--- src/rtl/uart_rx_pkg.sv ---
// Shared UART definitions: data width, default bit period, and receiver FSM states.
package uart_rx_pkg;

  localparam int UART_DATA_W  = 8;
  localparam int BAUD_DIV_DEF = 10416;  // 100 MHz / 9600 baud

  typedef enum logic [1:0] {
    ST_IDLE  = 2'd0,
    ST_START = 2'd1,
    ST_DATA  = 2'd2,
    ST_STOP  = 2'd3
  } rx_state_t;

endpackage

--- src/rtl/uart_sync2.sv ---
// Two-flop synchroniser for an asynchronous level input; resets to 1 (idle line).
// Latency 2 cycles; no flow control.
module uart_sync2 (
  input  logic clk,
  input  logic rst_n,
  input  logic d,
  output logic q
);

  logic meta;

  always_ff @(posedge clk or negedge rst_n) begin
    if (!rst_n) begin
      meta <= 1'b1;
      q    <= 1'b1;
    end else begin
      meta <= d;
      q    <= meta;
    end
  end

endmodule

--- src/rtl/uart_rx.sv ---
// 8N1 serial receiver: byte out with one-cycle rx_done, or one-cycle frame_err on a low stop bit.
// Strobe ~9.5 bit times + 4 cycles after the start edge; no backpressure, consumer must take each strobe.
module uart_rx
  import uart_rx_pkg::*;
#(
  parameter int BAUD_DIV = BAUD_DIV_DEF
) (
  input  logic                   CLK,
  input  logic                   RSTn,
  input  logic                   rs232_rx,
  output logic [UART_DATA_W-1:0] rx_data,
  output logic                   rx_done,
  output logic                   rx_busy,
  output logic                   frame_err
);

  localparam int CNT_W = $clog2(BAUD_DIV);
  localparam logic [CNT_W-1:0] CNT_LAST = CNT_W'(BAUD_DIV - 1);
  localparam logic [CNT_W-1:0] CNT_HALF = CNT_W'(BAUD_DIV / 2 - 1);

  rx_state_t              state, state_nxt;
  logic                   rx_s, rx_d, fall;
  logic                   armed;
  logic [1:0]             fill;
  logic [CNT_W-1:0]       cnt;
  logic [2:0]             bit_idx;
  logic [UART_DATA_W-1:0] shreg;
  logic                   data_smp, stop_smp;

  uart_sync2 u_sync (
    .clk   (CLK),
    .rst_n (RSTn),
    .d     (rs232_rx),
    .q     (rx_s)
  );

  assign fall    = rx_d & ~rx_s;
  assign rx_busy = (state != ST_IDLE);

  // fill marks when the synchroniser has flushed its reset value, so a line
  // held low across reset release never looks like a high-then-low start edge.
  always_ff @(posedge CLK or negedge RSTn) begin
    if (!RSTn) begin
      rx_d  <= 1'b1;
      fill  <= 2'b00;
      armed <= 1'b0;
    end else begin
      rx_d  <= rx_s;
      fill  <= {fill[0], 1'b1};
      armed <= armed | (fill[1] & rx_s);
    end
  end

  always_ff @(posedge CLK or negedge RSTn) begin
    if (!RSTn) state <= ST_IDLE;
    else       state <= state_nxt;
  end

  always_comb begin
    state_nxt = state;
    data_smp  = 1'b0;
    stop_smp  = 1'b0;
    case (state)
      ST_IDLE:  if (fall && armed) state_nxt = ST_START;
      ST_START: if (cnt == CNT_HALF) state_nxt = rx_s ? ST_IDLE : ST_DATA;
      ST_DATA: begin
        if (cnt == CNT_LAST) begin
          data_smp = 1'b1;
          if (bit_idx == 3'd7) state_nxt = ST_STOP;
        end
      end
      ST_STOP: begin
        if (cnt == CNT_LAST) begin
          stop_smp  = 1'b1;
          state_nxt = ST_IDLE;
        end
      end
      default: state_nxt = ST_IDLE;
    endcase
  end

  always_ff @(posedge CLK or negedge RSTn) begin
    if (!RSTn) begin
      cnt     <= '0;
      bit_idx <= 3'd0;
      shreg   <= '0;
    end else begin
      if (state_nxt != state || state == ST_IDLE || cnt == CNT_LAST) cnt <= '0;
      else                                                           cnt <= cnt + 1'b1;
      if (data_smp) begin
        shreg   <= {rx_s, shreg[UART_DATA_W-1:1]};
        bit_idx <= bit_idx + 3'd1;
      end
    end
  end

  always_ff @(posedge CLK or negedge RSTn) begin
    if (!RSTn) begin
      rx_data   <= '0;
      rx_done   <= 1'b0;
      frame_err <= 1'b0;
    end else begin
      rx_done   <= stop_smp & rx_s;
      frame_err <= stop_smp & ~rx_s;
      if (stop_smp && rx_s) rx_data <= shreg;
    end
  end

endmodule
--- config.mk ---
export PLATFORM = sky130hd
export DESIGN_NAME = uart_rx
export DESIGN_NICKNAME = d
export VERILOG_FILES = /design/src/rtl/uart_rx_pkg.sv /design/src/rtl/uart_sync2.sv /design/src/rtl/uart_rx.sv
export SDC_FILE = /design/constraint.sdc
export NUM_CORES = 1
export LEC_CHECK = 0
export BUFFER_PORTS_ARGS = -buffer_cell sky130_fd_sc_hd__buf_2
export CAP_MARGIN = 25
export CORE_UTILIZATION = 47
export CTS_CLUSTER_DIAMETER = 40
export DETAILED_ROUTE_END_ITERATION = 7
export HOLD_SLACK_MARGIN = 0.05
export MAX_ROUTING_LAYER = met4
export SYNTH_ARGS = -nofsm -noshare
export SYNTH_HDL_FRONTEND = slang
export SYNTH_HIERARCHICAL = 1
export SYNTH_SLANG_ARGS = --single-unit
--- constraint.sdc ---
create_clock -name CLK -period 2.79 [get_ports CLK]
set_clock_uncertainty 0.05 [all_clocks]
set_input_delay 0.4185 -clock CLK [delete_from_list [all_inputs] [get_ports CLK]]
set_output_delay 0.4185 -clock CLK [all_outputs]
set_load 0.005 [all_outputs]
* Yosys cells after proc, flatten, opt, wreduce, memory -nomap -nowiden
Cells that the tools add are included.
** Word-level totals
- Flip-flop bits (word level) :: 43
- Output and inout bits :: 11
** Cells by class
- Add/subtract/negate cells :: 2
- Reduce and logical (&&, ||, !) cells :: 6
- Bitwise gates (word level) :: 6
- Mux-type cells :: 11
- Eq/ne operators :: 7
** Operators with widths (count)
- 14-bit by 1-bit adder with 14-bit output (second input constant) :: 1
- 14-bit by 13-bit == test with 1-bit output (second input constant) :: 1
- 14-bit == test (second input constant) :: 1
- 14-bit 2-to-1 mux :: 1
- 2-bit 2-to-1 mux :: 6
- 2-bit one-hot mux with 4 select lines :: 1
- 1-bit bitwise AND :: 4
- 2-bit == test (second input constant) :: 2
- 3-bit by 1-bit adder with 3-bit output (second input constant) :: 1
- 3-bit == test (second input constant) :: 1
- 1-bit 2-to-1 mux :: 3
- 2-bit by 1-bit == test with 1-bit output (second input constant) :: 1
- 1-bit logical AND :: 2
- 2-bit zero test :: 1
- 1-bit logical OR :: 2
- 2-bit inequality test :: 1
- 2-bit nonzero test :: 1
- 1-bit inverter :: 1
- 1-bit bitwise OR :: 1

* Longest topological paths before layout
- Depth after elaboration :: 9
- Depth in mapped cells :: 7
- Depth with buffers taken out :: 5

* Modules after synthesis
Netlist, hierarchy kept.
** Modules (own cells, without submodules)
- uart_rx :: instances 1, area an instance 1774.2 µm², cells each 141
- uart_sync2 :: instances 1, area an instance 52.6 µm², cells each 2

* Least setup slack after synthesis
Ideal clock, no wire load.
- Path kind :: register to register
- From :: register cnt[4]
- To :: register shreg[0]
- Path buffers :: 2
- Clock period less this slack :: 1.912 ns
- Data arrival time :: 1.738 ns
- Data required time :: 2.615 ns
- Setup slack :: 0.878 ns
- Cell stages (with the launch flop) :: 7
- Cell sequence :: dfrtp_1 -> buf_2 -> nor4b_4 -> nand4b_1 -> nor4_2 -> buf_4 -> mux2_2
** Between the ends
- Longest elaborated chain between the ends :: 3
** RTL lines
- start, declared :: RTL line uart_rx.sv:25 : logic [CNT_W-1:0] cnt;
- start signal, assigned :: RTL line uart_rx.sv:89 : else cnt <= cnt + 1'b1;
- 14-bit == test :: RTL line uart_rx.sv:67 : if (cnt == CNT_LAST) begin
- 1-bit 2-to-1 mux :: RTL line uart_rx.sv:67
- 1-bit 2-to-1 mux :: RTL line uart_rx.sv:63 : case (state)
- end signal, assigned :: RTL line uart_rx.sv:91 : shreg <= {rx_s, shreg[UART_DATA_W-1:1]};
- end, declared :: RTL line uart_rx.sv:27 : logic [UART_DATA_W-1:0] shreg;
Every way passes these cells.
A chain may end at the register's enable or synchronous reset.

* Worst setup path in the final report
- From :: register cnt[0]
- To :: register rx_data[2]
** Between the ends
- Longest elaborated chain between the ends :: 4
** RTL lines
- 14-bit == test :: RTL line uart_rx.sv:73 : if (cnt == CNT_LAST) begin
- 1-bit 2-to-1 mux :: RTL line uart_rx.sv:73
- 1-bit 2-to-1 mux :: RTL line uart_rx.sv:63
- 1-bit logical AND :: RTL line uart_rx.sv:105 : if (stop_smp && rx_s) rx_data <= shreg;
- end signal, assigned :: RTL line uart_rx.sv:105
- end, declared :: RTL line uart_rx.sv:11 : output logic [UART_DATA_W-1:0] rx_data,
Every way passes these cells.

==> metrics <==
fin crit period=~2200 ps; Pre-antenna DRT Iters=4; slew at the pin with the worst max-slew slack=between 600 and 700 ps; detailed-route wire length per cell=between 15 and 20 um; vias in the first global route=1203; relative slew slack=between 50 and 60%; type of the worst setup path=reg -> reg; Die H=about 64 um; Final Setup Violations=0; TNS Setup=0 ps; Core Region=~3700 um^2; row count=22; post-route ant nets=0; final slew viol count=0; PD cells=612 nW/um^2; Leakage=0.00103 uW; Fmax=roughly 460 MHz; number of diodes=0; placed cell area=roughly 1900 um^2; critical path cell sequence=ha_1 -> and4_1 -> nand4_2 -> nor2_2 -> mux2_2; startpoint class of the critical path=flop; Placed Instances=roughly 200; CP Max Fanout=9; grt ovf=0; DR WL met2=~1700 um; routed length on met3=about 90 um; Max VDD drop=about 0.33 mV; CTS resizes=0; clock slew at reported path FFs=around 80 ps; initial antenna violation count=0; maximum capacitance violations=0; Syn Nets=149; total track usage=between 10% and 20%; Post-synth top flop=dfrtp_1; CP Buf/Inv Count=0; M1 WL=about 1400 um; # port buffers=13; Die ar.=4140 um^2; crit end category=flop; clk sinks=43; number of synthesized flops with an enable pin=0; WL final=roughly 3300 um; worst hold path type=in -> reg; boundary pin count=14; sequential-to-total area share from yosys stat=59.1%; final period utilization=around four fifths; root buffer cell=clkbuf_8; Yosys warning count=6; largest net degree at the start of global routing=44; mean post-synth cell area=~13 um^2; post-DP HPWL=2250 um; Syn-to-layout area delta=13.2%; Via Count=1150; first-pass GRT wire length=between 5000 and 6000 um; Vias/cell=5.45; CTS Buf Count=5; DR iter-0 viols=24; CP max-delay cell=nor2_2; Hold Fails Final Rpt=0; unrepaired setup endpoints after global routing=false; Design Area, Final=a little over 2000 um^2; Post-Syn Instances=about 140; Crit path arrival time=about 2300 ps; Unique masters post-synth=36; Post-Layout Cell Count=between 200 and 250; max layer used=met4; crit-path leading delay family=simple AND/OR/NAND/NOR gates; CTS max path bufs=2; gpl congestion=0.880; CP peak stage delay=between 400 and 500 ps; WP data required=between 2000 and 3000 ps; status=finished, final reports clean; Die W=64.3 um; Remaining DRCs=0; Yosys reg bits=43; share of layout cells above drive strength 1=about 28%; # nets final=approximately 170; Initial Util=around half; worst-skew pair later-pin latency=roughly 300 ps; H-tree levels=2; Total Power=about 1300 uW; number of setup buffers added after CTS=0; Cell Area, Synth=between 1500 and 2000 um^2; ys async rst share=between 90% and 100%; final core occ=approximately 56%; CTS tree=built
-- stage by stage --
step	worst slack (ps)	hold slack (ps)
2_1_floorplan	878	72.9
3_3_place_gp	709	283
3_5_place_dp	612	287
4_1_cts	614	159
5_1_grt	469	160
6_report	597	166
-- timing repair --
item                       4_1_cts  5_1_grt
hold endpoints to repair         0        9
setup endpoints to repair        0        0
hold buffers                     0        1
-- state kept, by name, summed over array words and instances (netlist names), 2 cells and up --
signal / flops
shreg: 8
fill: 2
state: 2
cnt: 14
bit_idx: 3
rx_data: 8
-- synth_stat cells, types with 2 or more instances --
cell / count / share of area (%)
dfrtp_1: 40 / 55
xor2_1: 12 / 5.8
and2_1: 2 / 0.68
buf_2: 2 / 0.55
ha_1: 3 / 2.1
nand3_1: 6 / 1.6
mux2_2: 16 / 9.9
nand2_1: 5 / 1.0
and3_1: 2 / 0.68
and4_1: 4 / 1.9
dfstp_2: 3 / 4.3
nor2_1: 17 / 3.5
nand4_1: 5 / 1.7
mux2_1: 2 / 1.2
inv_1: 3 / 0.62
-- logic make-up after synthesis --
family          synth area share [%]
fa+ha+maj                       2.06
mux                             11.1
compound gates                  2.74
flops                           59.1
simple gates                    16.8
buf+inv                         1.78
other cells                    0.205
xor+xnor                        6.23
-- path summary, 6_finish.rpt --
kind	slack (ps)	end	from	depth (start not counted)
max reg2reg	600	rx_data[2]	cnt[0]	5
max	600	rx_data[2]	cnt[0]	5
min	170	u_sync/meta	rs232_rx	1
max in group asynchronous	1720	rx_d	RSTn	3
min reg2reg	300	fill[1]	fill[0]	0
min in group asynchronous	460	cnt[4]	RSTn	2
-- where the power goes --
part	switching (uW)	total (uW)	internal [uW]
combinational	77.5	128	50.7
sequential	55.7	721	666
clock	214	416	202
-- routing by layer --
metal	track usage, %	up-vias
met5	-	-
met1	22.4	578
met3	4.11	10
met4	9.17	0
met2	30.9	24
li1	-	538
-- layout by cell type, fill, tap and decap left out, types with 2 or more instances in the layout --
| cell | synthesis | layout |
|---|---|---|
| nor2_1 | 17 | 17 |
| nand3_1 | 6 | 6 |
| inv_1 | 3 | 3 |
| nand2_1 | 5 | 5 |
| xor2_1 | 12 | 12 |
| and2_1 | 2 | 2 |
| and4_1 | 4 | 4 |
| ha_1 | 3 | 3 |
| clkbuf_8 | 0 | 6 |
| dfrtp_1 | 40 | 40 |
| mux2_1 | 2 | 2 |
| and3_1 | 2 | 2 |
| dfstp_2 | 3 | 3 |
| buf_2 | 2 | 13 |
| mux2_2 | 16 | 16 |
| nand4_1 | 5 | 5 |
-- area by class of cell --
| cell class | count | area (um^2) |
|---|---|---|
| inverter | 3 | 11.3 |
| sequential | 43 | 1080 |
| tap | 48 | 60.1 |
| multi-input combinational | 93 | 714 |
| fill | 324 | 1620 |
| clock inverter | 2 | 16.3 |
| clock buffer | 6 | 82.6 |
| timing repair buffer | 16 | 103 |
No activity file was read; power rests on OpenSTA's default activity.
